==> src/rtl/iob_im_sprite_pkg.sv <==
// ============================================================================
// Module   : iob_im_sprite_pkg
// Brief    : Field layout of the sprite LOC/ATTR words and shared helpers.
// Revision : 1.0 - initial release
// ============================================================================
`default_nettype none

package iob_im_sprite_pkg;

  // Register word width seen on the write port
  localparam int WORD_W       = 32;

  // LOC word: {en, ..., cy, cx}; cy sits directly above cx
  localparam int LOC_X_LSB    = 0;
  localparam int LOC_EN_BIT   = 31;

  // ATTR word: {..., colour, hh, hw}
  localparam int ATTR_HALF_W  = 6;
  localparam int ATTR_HW_LSB  = 0;
  localparam int ATTR_HH_LSB  = 6;
  localparam int ATTR_COL_LSB = 12;

  // Width of the object hit counter (covers up to 8 objects)
  localparam int CNT_W        = 4;

  // LSB of the centre-y field, which follows the centre-x field
  function automatic int loc_y_lsb(input int coord_w);
    return LOC_X_LSB + coord_w;
  endfunction

  // Object index width, never narrower than one bit
  function automatic int idx_width(input int n_obj);
    return (n_obj > 1) ? $clog2(n_obj) : 1;
  endfunction

endpackage

`default_nettype wire

==> src/rtl/iob_im_sprite_hit.sv <==
// ============================================================================
// Module   : iob_im_sprite_hit
// Brief    : Rectangle hit test for one object against the current pixel.
//            Bounds are formed in two extra signed bits so that boxes which
//            straddle either end of the coordinate range clip cleanly.
// Revision : 1.0 - initial release
// ============================================================================
`default_nettype none

module iob_im_sprite_hit
  import iob_im_sprite_pkg::*;
#(
  parameter int COORD_W = 10
) (
  input  logic                   en,
  input  logic [COORD_W-1:0]     cx,
  input  logic [COORD_W-1:0]     cy,
  input  logic [ATTR_HALF_W-1:0] hw,
  input  logic [ATTR_HALF_W-1:0] hh,
  input  logic [COORD_W-1:0]     px,
  input  logic [COORD_W-1:0]     py,
  output logic                   hit
);

  localparam int SW = COORD_W + 2;

  logic signed [SW-1:0] x_lo, x_hi, y_lo, y_hi, sx, sy;

  // Signed box bounds and inclusive containment test
  always_comb begin
    sx   = signed'({2'b00, px});
    sy   = signed'({2'b00, py});
    x_lo = signed'({2'b00, cx}) - signed'(SW'(hw));
    x_hi = signed'({2'b00, cx}) + signed'(SW'(hw));
    y_lo = signed'({2'b00, cy}) - signed'(SW'(hh));
    y_hi = signed'({2'b00, cy}) + signed'(SW'(hh));
    hit  = en && (sx >= x_lo) && (sx <= x_hi) && (sy >= y_lo) && (sy <= y_hi);
  end

endmodule

`default_nettype wire

==> src/rtl/iob_im_sprite.sv <==
// ============================================================================
// Module   : iob_im_sprite
// Brief    : Multi-object sprite renderer. Software writes a shadow register
//            set which is copied to the active set at frame_start; a 2-stage
//            pipeline produces the colour of the lowest-index hitting object
//            and per-frame collision flags.
// Revision : 1.0 - initial release
// ============================================================================
`default_nettype none

module iob_im_sprite
  import iob_im_sprite_pkg::*;
#(
  parameter int               N_OBJ   = 4,
  parameter int               COORD_W = 10,
  parameter int               RGB_W   = 12,
  parameter logic [RGB_W-1:0] BG_RGB  = '0
) (
  input  logic                        clk,
  input  logic                        rst,
  input  logic                        obj_wr_en,
  input  logic [idx_width(N_OBJ)-1:0] obj_wr_idx,
  input  logic                        obj_wr_sel,
  input  logic [WORD_W-1:0]           obj_wr_data,
  input  logic                        frame_start,
  input  logic                        pixel_valid,
  input  logic [COORD_W-1:0]          pixel_x,
  input  logic [COORD_W-1:0]          pixel_y,
  output logic [RGB_W-1:0]            rgb_out,
  output logic                        rgb_valid,
  output logic [N_OBJ-1:0]            coll_status
);

  localparam int Y_LSB = loc_y_lsb(COORD_W);

  // Shadow (software-facing) and active (render-facing) object registers
  logic [WORD_W-1:0] loc_sh   [N_OBJ];
  logic [WORD_W-1:0] attr_sh  [N_OBJ];
  logic [WORD_W-1:0] loc_act  [N_OBJ];
  logic [WORD_W-1:0] attr_act [N_OBJ];

  // Combinational per-pixel results from the active set
  logic [N_OBJ-1:0]  hit_c;
  logic [RGB_W-1:0]  col_c    [N_OBJ];
  logic [CNT_W-1:0]  hit_cnt_c;

  // Stage-1 registers; colours are captured so a pixel already in flight
  // keeps the object set it was tested against across a frame_start
  logic              s1_valid;
  logic [N_OBJ-1:0]  s1_hit;
  logic [CNT_W-1:0]  s1_cnt;
  logic [RGB_W-1:0]  s1_col   [N_OBJ];

  logic [RGB_W-1:0]  sel_col;
  logic [N_OBJ-1:0]  coll_acc;
  logic              coll_hit;
  logic              wr_ok;

  // Indices beyond the populated object range are dropped
  assign wr_ok    = obj_wr_en && (int'({1'b0, obj_wr_idx}) < N_OBJ);
  assign coll_hit = s1_valid && (s1_cnt >= CNT_W'(2));

  // Shadow register writes
  always_ff @(posedge clk) begin
    if (rst) begin
      for (int i = 0; i < N_OBJ; i++) begin
        loc_sh[i]  <= '0;
        attr_sh[i] <= '0;
      end
    end else if (wr_ok) begin
      if (obj_wr_sel) attr_sh[obj_wr_idx] <= obj_wr_data;
      else            loc_sh[obj_wr_idx]  <= obj_wr_data;
    end
  end

  // Frame-synchronous copy; a coincident write is seen only at the next frame
  always_ff @(posedge clk) begin
    if (rst) begin
      for (int i = 0; i < N_OBJ; i++) begin
        loc_act[i]  <= '0;
        attr_act[i] <= '0;
      end
    end else if (frame_start) begin
      for (int i = 0; i < N_OBJ; i++) begin
        loc_act[i]  <= loc_sh[i];
        attr_act[i] <= attr_sh[i];
      end
    end
  end

  for (genvar g = 0; g < N_OBJ; g++) begin : g_obj
    // Bits of the register words that carry no field
    logic unused_bits;
    assign unused_bits = ^{loc_act[g][LOC_EN_BIT-1:Y_LSB+COORD_W],
                           attr_act[g][WORD_W-1:ATTR_COL_LSB+RGB_W]};

    assign col_c[g] = attr_act[g][ATTR_COL_LSB +: RGB_W];

    iob_im_sprite_hit #(
      .COORD_W (COORD_W)
    ) u_hit (
      .en  (loc_act[g][LOC_EN_BIT]),
      .cx  (loc_act[g][LOC_X_LSB +: COORD_W]),
      .cy  (loc_act[g][Y_LSB +: COORD_W]),
      .hw  (attr_act[g][ATTR_HW_LSB +: ATTR_HALF_W]),
      .hh  (attr_act[g][ATTR_HH_LSB +: ATTR_HALF_W]),
      .px  (pixel_x),
      .py  (pixel_y),
      .hit (hit_c[g])
    );
  end

  // Number of objects covering the current pixel
  always_comb begin
    hit_cnt_c = '0;
    for (int i = 0; i < N_OBJ; i++) begin
      hit_cnt_c = hit_cnt_c + CNT_W'(hit_c[i]);
    end
  end

  // Stage 1: hit vector, qualifier, count and colour snapshot
  always_ff @(posedge clk) begin
    if (rst) begin
      s1_valid <= 1'b0;
      s1_hit   <= '0;
      s1_cnt   <= '0;
      for (int i = 0; i < N_OBJ; i++) s1_col[i] <= '0;
    end else begin
      s1_valid <= pixel_valid;
      s1_hit   <= hit_c;
      s1_cnt   <= hit_cnt_c;
      for (int i = 0; i < N_OBJ; i++) s1_col[i] <= col_c[i];
    end
  end

  // Priority pick: scanning downward lets the lowest index win
  always_comb begin
    sel_col = BG_RGB;
    for (int i = N_OBJ - 1; i >= 0; i--) begin
      if (s1_hit[i]) sel_col = s1_col[i];
    end
  end

  // Stage 2: colour output, held while no pixel is flowing
  always_ff @(posedge clk) begin
    if (rst) begin
      rgb_out   <= BG_RGB;
      rgb_valid <= 1'b0;
    end else begin
      rgb_valid <= s1_valid;
      if (s1_valid) rgb_out <= sel_col;
    end
  end

  // Collision accumulation; a collision on the frame_start cycle seeds the new frame
  always_ff @(posedge clk) begin
    if (rst) begin
      coll_acc    <= '0;
      coll_status <= '0;
    end else if (frame_start) begin
      coll_status <= coll_acc;
      coll_acc    <= coll_hit ? s1_hit : '0;
    end else if (coll_hit) begin
      coll_acc    <= coll_acc | s1_hit;
    end
  end

endmodule

`default_nettype wire

==> config.mk <==
export PLATFORM = sky130hd
export DESIGN_NAME = iob_im_sprite
export DESIGN_NICKNAME = d
export VERILOG_FILES = /design/src/rtl/iob_im_sprite_pkg.sv /design/src/rtl/iob_im_sprite_hit.sv /design/src/rtl/iob_im_sprite.sv
export SDC_FILE = /design/constraint.sdc
export NUM_CORES = 1
export LEC_CHECK = 0
export BUFFER_PORTS_ARGS = -buffer_cell sky130_fd_sc_hd__buf_2
export CAP_MARGIN = 20
export CORE_UTILIZATION = 30
export CTS_BUF_LIST = sky130_fd_sc_hd__clkbuf_4
export DETAILED_ROUTE_END_ITERATION = 6
export PLACE_DENSITY_LB_ADDON = 0.05
export SLEW_MARGIN = 20
export SYNTH_ARGS = -nofsm -noshare
export SYNTH_HDL_FRONTEND = slang
export SYNTH_SLANG_ARGS = --single-unit
==> constraint.sdc <==
create_clock -name clk -period 8.4 [get_ports clk]
set_input_delay 0.42 -clock clk [delete_from_list [all_inputs] [get_ports clk]]
set_output_delay 0.42 -clock clk [all_outputs]
set_load 0.05 [all_outputs]
Word-level counts from Yosys, hierarchy flattened
Memories as Yosys holds them, arrays and structs flattened.
Cells that the tools add are included.
W data, S select, Z words.
Word-level totals
  register bits: 30
  output and inout bits: 17
  memories kept: 5
  bits of input ports: 60
  RAM bits: 560
  logic and storage cells: 120
Memories
  attr_act: depth 4, width 32, rd ports 4, clocked after memory_dff 0, wr ports 4, line iob_im_sprite.sv:40  | logic [WORD_W-1:0] attr_act [N_OBJ];
  attr_sh: depth 4, width 32, rd ports 4, clocked after memory_dff 0, wr ports 4, line iob_im_sprite.sv:38  | logic [WORD_W-1:0] attr_sh [N_OBJ];
  loc_act: depth 4, width 32, rd ports 4, clocked after memory_dff 0, wr ports 4, line iob_im_sprite.sv:39  | logic [WORD_W-1:0] loc_act [N_OBJ];
  loc_sh: depth 4, width 32, rd ports 4, clocked after memory_dff 0, wr ports 4, line iob_im_sprite.sv:37  | logic [WORD_W-1:0] loc_sh [N_OBJ];
  s1_col: depth 4, width 12, rd ports 4, clocked after memory_dff 0, wr ports 4, line iob_im_sprite.sv:52  | logic [RGB_W-1:0] s1_col [N_OBJ];
Cells by class
  bitwise gates (word level): 13
  $add $sub $neg: 19
  $lt $le $gt $ge: 17
  reduce and logical (&&, ||, !) cells: 20
  multiplexer cells: 39
Operators by type and width (count)
  $mux W32: 10
  $ge A11 B12 Y1: 8
  $le A11 B12 Y1: 8
  $mux W12: 8
  $add A10 B6 Y11: 8
  $sub A10 B6 Y11: 8
  $reduce_or A32 Y1: 2
  $logic_and A1 B1 Y1: 17
  $mux W1: 16
  $mux W4: 3
  $or A1 B1 Y1: 12
  $add A3 B1 Y4: 1
  $ge A4 B2 Y1 const B: 1
  $mux W2: 2
  $or A4 B4 Y4: 1
  $add A2 B1 Y3: 1
  $add A1 B1 Y2: 1
  $reduce_bool A2 Y1: 1

Longest topological paths before layout
An unclocked memory read counts as a cell.
  depth after elaboration: 10
  gate-level depth with buffers: 20

Hierarchy
A second synthesis with hierarchy kept.
Unflattened totals
  cell total of the unflattened synthesis: 2160
  area, all modules: 24758.7 µm²
Modules (own cells, without submodules)
  iob_im_sprite: area an instance 15877.7 µm², cells each 1006, times used 1
  iob_im_sprite_hit (g_obj[0].u_hit): area an instance 2341.0 µm², cells each 307, times used 1
  iob_im_sprite_hit (g_obj[3].u_hit): area an instance 2193.4 µm², cells each 278, times used 1
  iob_im_sprite_hit (g_obj[1].u_hit): area an instance 2173.3 µm², cells each 288, times used 1
  iob_im_sprite_hit (g_obj[2].u_hit): area an instance 2173.3 µm², cells each 281, times used 1

Worst setup path after synthesis
OpenSTA, ideal clock, no wires.
  path type: input port to flip-flop
  start point: input port frame_start
  end point: memory attr_act[0][0] (enable)
  path slack: 3.573 ns
  data required time: 7.868 ns
  setup time: 0.532 ns
  arrival: 4.296 ns
  stages: 3
  path buffers: 1
  path through: clkbuf_1 nor2_1 inv_1
RTL lines
  from (decl): line iob_im_sprite.sv:25  | input logic frame_start,
  to (decl): line iob_im_sprite.sv:40

==> results.py <==
metrics = {
    "power": {
        "seq_power_share_pct": 45.9,
        "peakVddDrop_uv": 79.2,
        "power.clock.fraction_pct": 35.5,
        "power_switching_mw": 1.60,
        "leakage_nw": 11.1,
        "powerDensity_nw_per_um2": 200,
        "switching_share_pct": 28.8,
        "p_int_mw": 3.96,
        "p_comb_share_pct": 18.7,
        "power_mw": 5.56,
    },
    "floorplan": {
        "start_util_pct": 30.3,
        "die-area_um2": 82300,
        "die_y_um": 287,
        "core_um2": 80400,
        "ioPinCount": 77,
        "row_count": 104,
        "fp.dieW_um": 287,
    },
    "cts": {
        "htreeDepth": 3,
        "clk_pin_slew_ns": 0.06,
        "cts_resized": 0,
        "clk_latency_ns": 0.92,
        "cts_setup_buffers": 0,
        "ctsHoldBuffers": 27,
        "cts_tree": "yes",
        "cts_buffers": 121,
        "root_buffer": "clkbuf_4",
        "cts_sinks": 436,
        "cts.path.max_buffers": 3,
    },
    "sta": {
        "fmax_mhz": 202,
        "hold_violations": 0,
        "period_share_pct": 58.9,
        "setup_violations": 0,
        "rsz0062_at_grt": "false",
        "period_needed_ns": 4.95,
        "fin_hold_ws_ns": 0.156,
        "clock_skew_ns": 0.0540,
        "tightest_slew_ns": 1.08,
        "slew_violations": 0,
        "slew_headroom_pct": 27.9,
        "finalSetupTns_ns": 0,
    },
    "critical_path": {
        "critPathKind": "reg -> reg",
        "crit_fanout": 3,
        "reg2reg_depth": 18,
        "r2r_end": "s1_cnt[1]",
        "r2r_slack_ns": 3.45,
        "start_kind": "flop",
        "endpoint_kind": "flop",
        "worst_ep_required_time_ns": 9.13,
        "reg2reg_from": "attr_act[1][0]",
        "cp.arrival_ns": 5.68,
    },
    "detailed_routing": {
        "ant_nets": 0,
        "drt_wl_total_um": 63600,
        "dr.pass1.iters": 7,
        "vias": 15796,
        "drt-initial-drc-count": 544,
        "avgViaCountPerCell": 4.59,
        "wire_per_inst_um": 18.5,
        "drc_errors": 0,
    },
    "logic_synthesis": {
        "async_reset_ff_share_pct": 0,
        "yosys_warnings": 0,
        "synth.distinct_cells": 77,
        "syn_nets": 2460,
        "seq_area_frac_synth_pct": 50.6,
        "synth_seq_cells": 436,
        "synth_cells": 2126,
        "synth-edff-count": 360,
        "synthesis.area_um2": 24400,
        "ys.flop_type": "edfxtp_1",
        "syn_avg_cell_area_um2": 11.5,
    },
    "final_layout": {
        "final_cells": 3440,
        "multi_input_area_um2": 11200,
        "syn_to_final_growth_pct": 14.0,
        "final_util_pct": 34.5,
        "num-fill-cells": 8138,
        "drive_above_1_share_pct": 13.4,
        "layout.nets": 2613,
        "seqCellArea_um2": 12300,
    },
    "min_path": {
        "hold_depth": 2,
        "worst_hold_path.endpoint": "attr_sh[1][6]",
        "hold_class": "in -> reg",
        "hold_start": "obj_wr_data[6]",
    },
    "placement": {
        "gp_congestion": 0.837,
        "dp_cells": 3189,
        "place_hpwl_um": 42800,
        "portBuffers": 69,
    },
    "grt": {
        "overflow": 0,
        "grt_usage_pct": 15.6,
        "grt_pass1_wl_um": 95300,
        "grt_antenna_before_repair": 17,
        "grt_pass1_vias": 16298,
        "grt_max_degree": 81,
    },
    "status": {
        "outcome": "finished clean",
    },
    "run": {
        "max_cap_viol_count": 0,
    },
}
-- final cells by class --
type	count	area share [%]
antenna	5	0.0451
clock buffer	192	5.19
clock inverter	27	0.640
inverter	141	1.92
multi-input combinational	1466	40.3
sequential	436	44.4
tap	1060	4.78
timing repair buffer	113	2.68
-- synthesized netlist by cell type, types with 22 or more instances --
cell type  count  area, µm²
nor2b_1       81        507
nand2b_1      22        138
ha_1         257       3220
clkbuf_1      65        244
inv_1        141        529
o21ai_0       52        260
nand2_1       43        161
nand3_1       42        210
edfxtp_1     360      10800
and2_1       362       2260
a211oi_1      23        173
a21oi_1      101        505
nor2_1        86        323
dfxtp_1       76       1520
xnor2_1      101        885
nor3_1        26        130
-- logic make-up (layout without fill, tap and decap cells) --
| logic type | Yosys count | in the layout | synth area share, % |
|---|---|---|---|
| AND/OR/NAND/NOR | 730 | 730 | 17.3 |
| flip-flops | 436 | 436 | 50.6 |
| AO/OA/AOI/OAI | 338 | 338 | 9.36 |
| adder cells (fa/ha/maj) | 274 | 274 | 14.6 |
| buffers and inverters | 224 | 473 | 3.64 |
| XOR/XNOR | 120 | 120 | 4.32 |
| multiplexers | 4 | 4 | 0.164 |
| other | 0 | 5 | 0 |
-- per-stage QoR --
stage / area (µm²) / worst slack (ns)
2_1_floorplan: 24400 / 3.57
3_3_place_gp: 25900 / 3.49
3_5_place_dp: 25900 / 3.48
4_1_cts: 27800 / 3.41
5_1_grt: 27800 / 3.22
6_report: 27800 / 3.45
-- layer usage --
layer,track usage (%),share of wire [%],vias up
li1,-,-,7899
met1,17.9,41,7478
met2,28.4,51,299
met3,2.49,4.3,120
met4,6.52,3.2,0
met5,0,0,-
-- critical path: stages (launching register included) --
cell       delay [ns]
edfxtp_1         0.36
ha_1             0.18
inv_1            0.06
fa_1             0.39
o21bai_1         0.17
a21oi_1          0.14
o31ai_1          0.42
xnor2_1          0.18
ha_1             0.26
nand4_1          0.14
nor2_1           0.06
a2111oi_0        0.35
o311ai_0         0.29
a32oi_1          0.54
and3_2           0.31
fa_1             0.41
and2_1           0.15
ha_1             0.26
nor2b_1          0.13
-- sequential cells by signal, summed over array words and instances (netlist names) --
name	flops
s1_hit	4
attr_act	96
attr_sh	96
s1_cnt	2
rgb_out	12
rgb_valid	1
s1_valid	1
s1_col	48
coll_status	4
loc_sh	84
loc_act	84
coll_acc	4
-- worst max path at each step --
stage	endpoint	startpoint	slack, ns	cells after the start
2_1_floorplan	attr_act[0][0]	frame_start	3.57	3
6_report	s1_cnt[1]	attr_act[1][0]	3.45	18
5_1_grt	s1_cnt[1]	attr_act[1][0]	3.22	18
4_1_cts	s1_cnt[1]	attr_act[1][0]	3.41	18
3_5_place_dp	s1_cnt[1]	attr_act[1][0]	3.48	18
3_3_place_gp	s1_cnt[1]	attr_act[1][0]	3.49	18
-- power by group through the flow --
stage,registers [mW],clock network [mW],logic [mW]
after floorplan,2.59,0,0.734
after global placement,2.60,0,1.03
after detailed placement,2.60,0,1.04
after CTS,2.55,2.08,1.06
after global routing,2.57,2.18,1.18
final,2.55,1.97,1.04
-- cells in the final DEF, fill, tap and decap left out, types with 42 or more instances in the layout --
cell,netlist,routed
nand3_1,42,42
nor2b_1,81,80
dfxtp_1,76,75
nor2_1,86,86
clkbuf_4,0,192
edfxtp_1,360,360
xnor2_1,101,101
ha_1,257,257
a21oi_1,101,101
inv_1,141,140
nand2_1,43,43
buf_2,11,69
o21ai_0,52,50
and2_1,362,362
No activity file was read; power rests on OpenSTA's default activity.
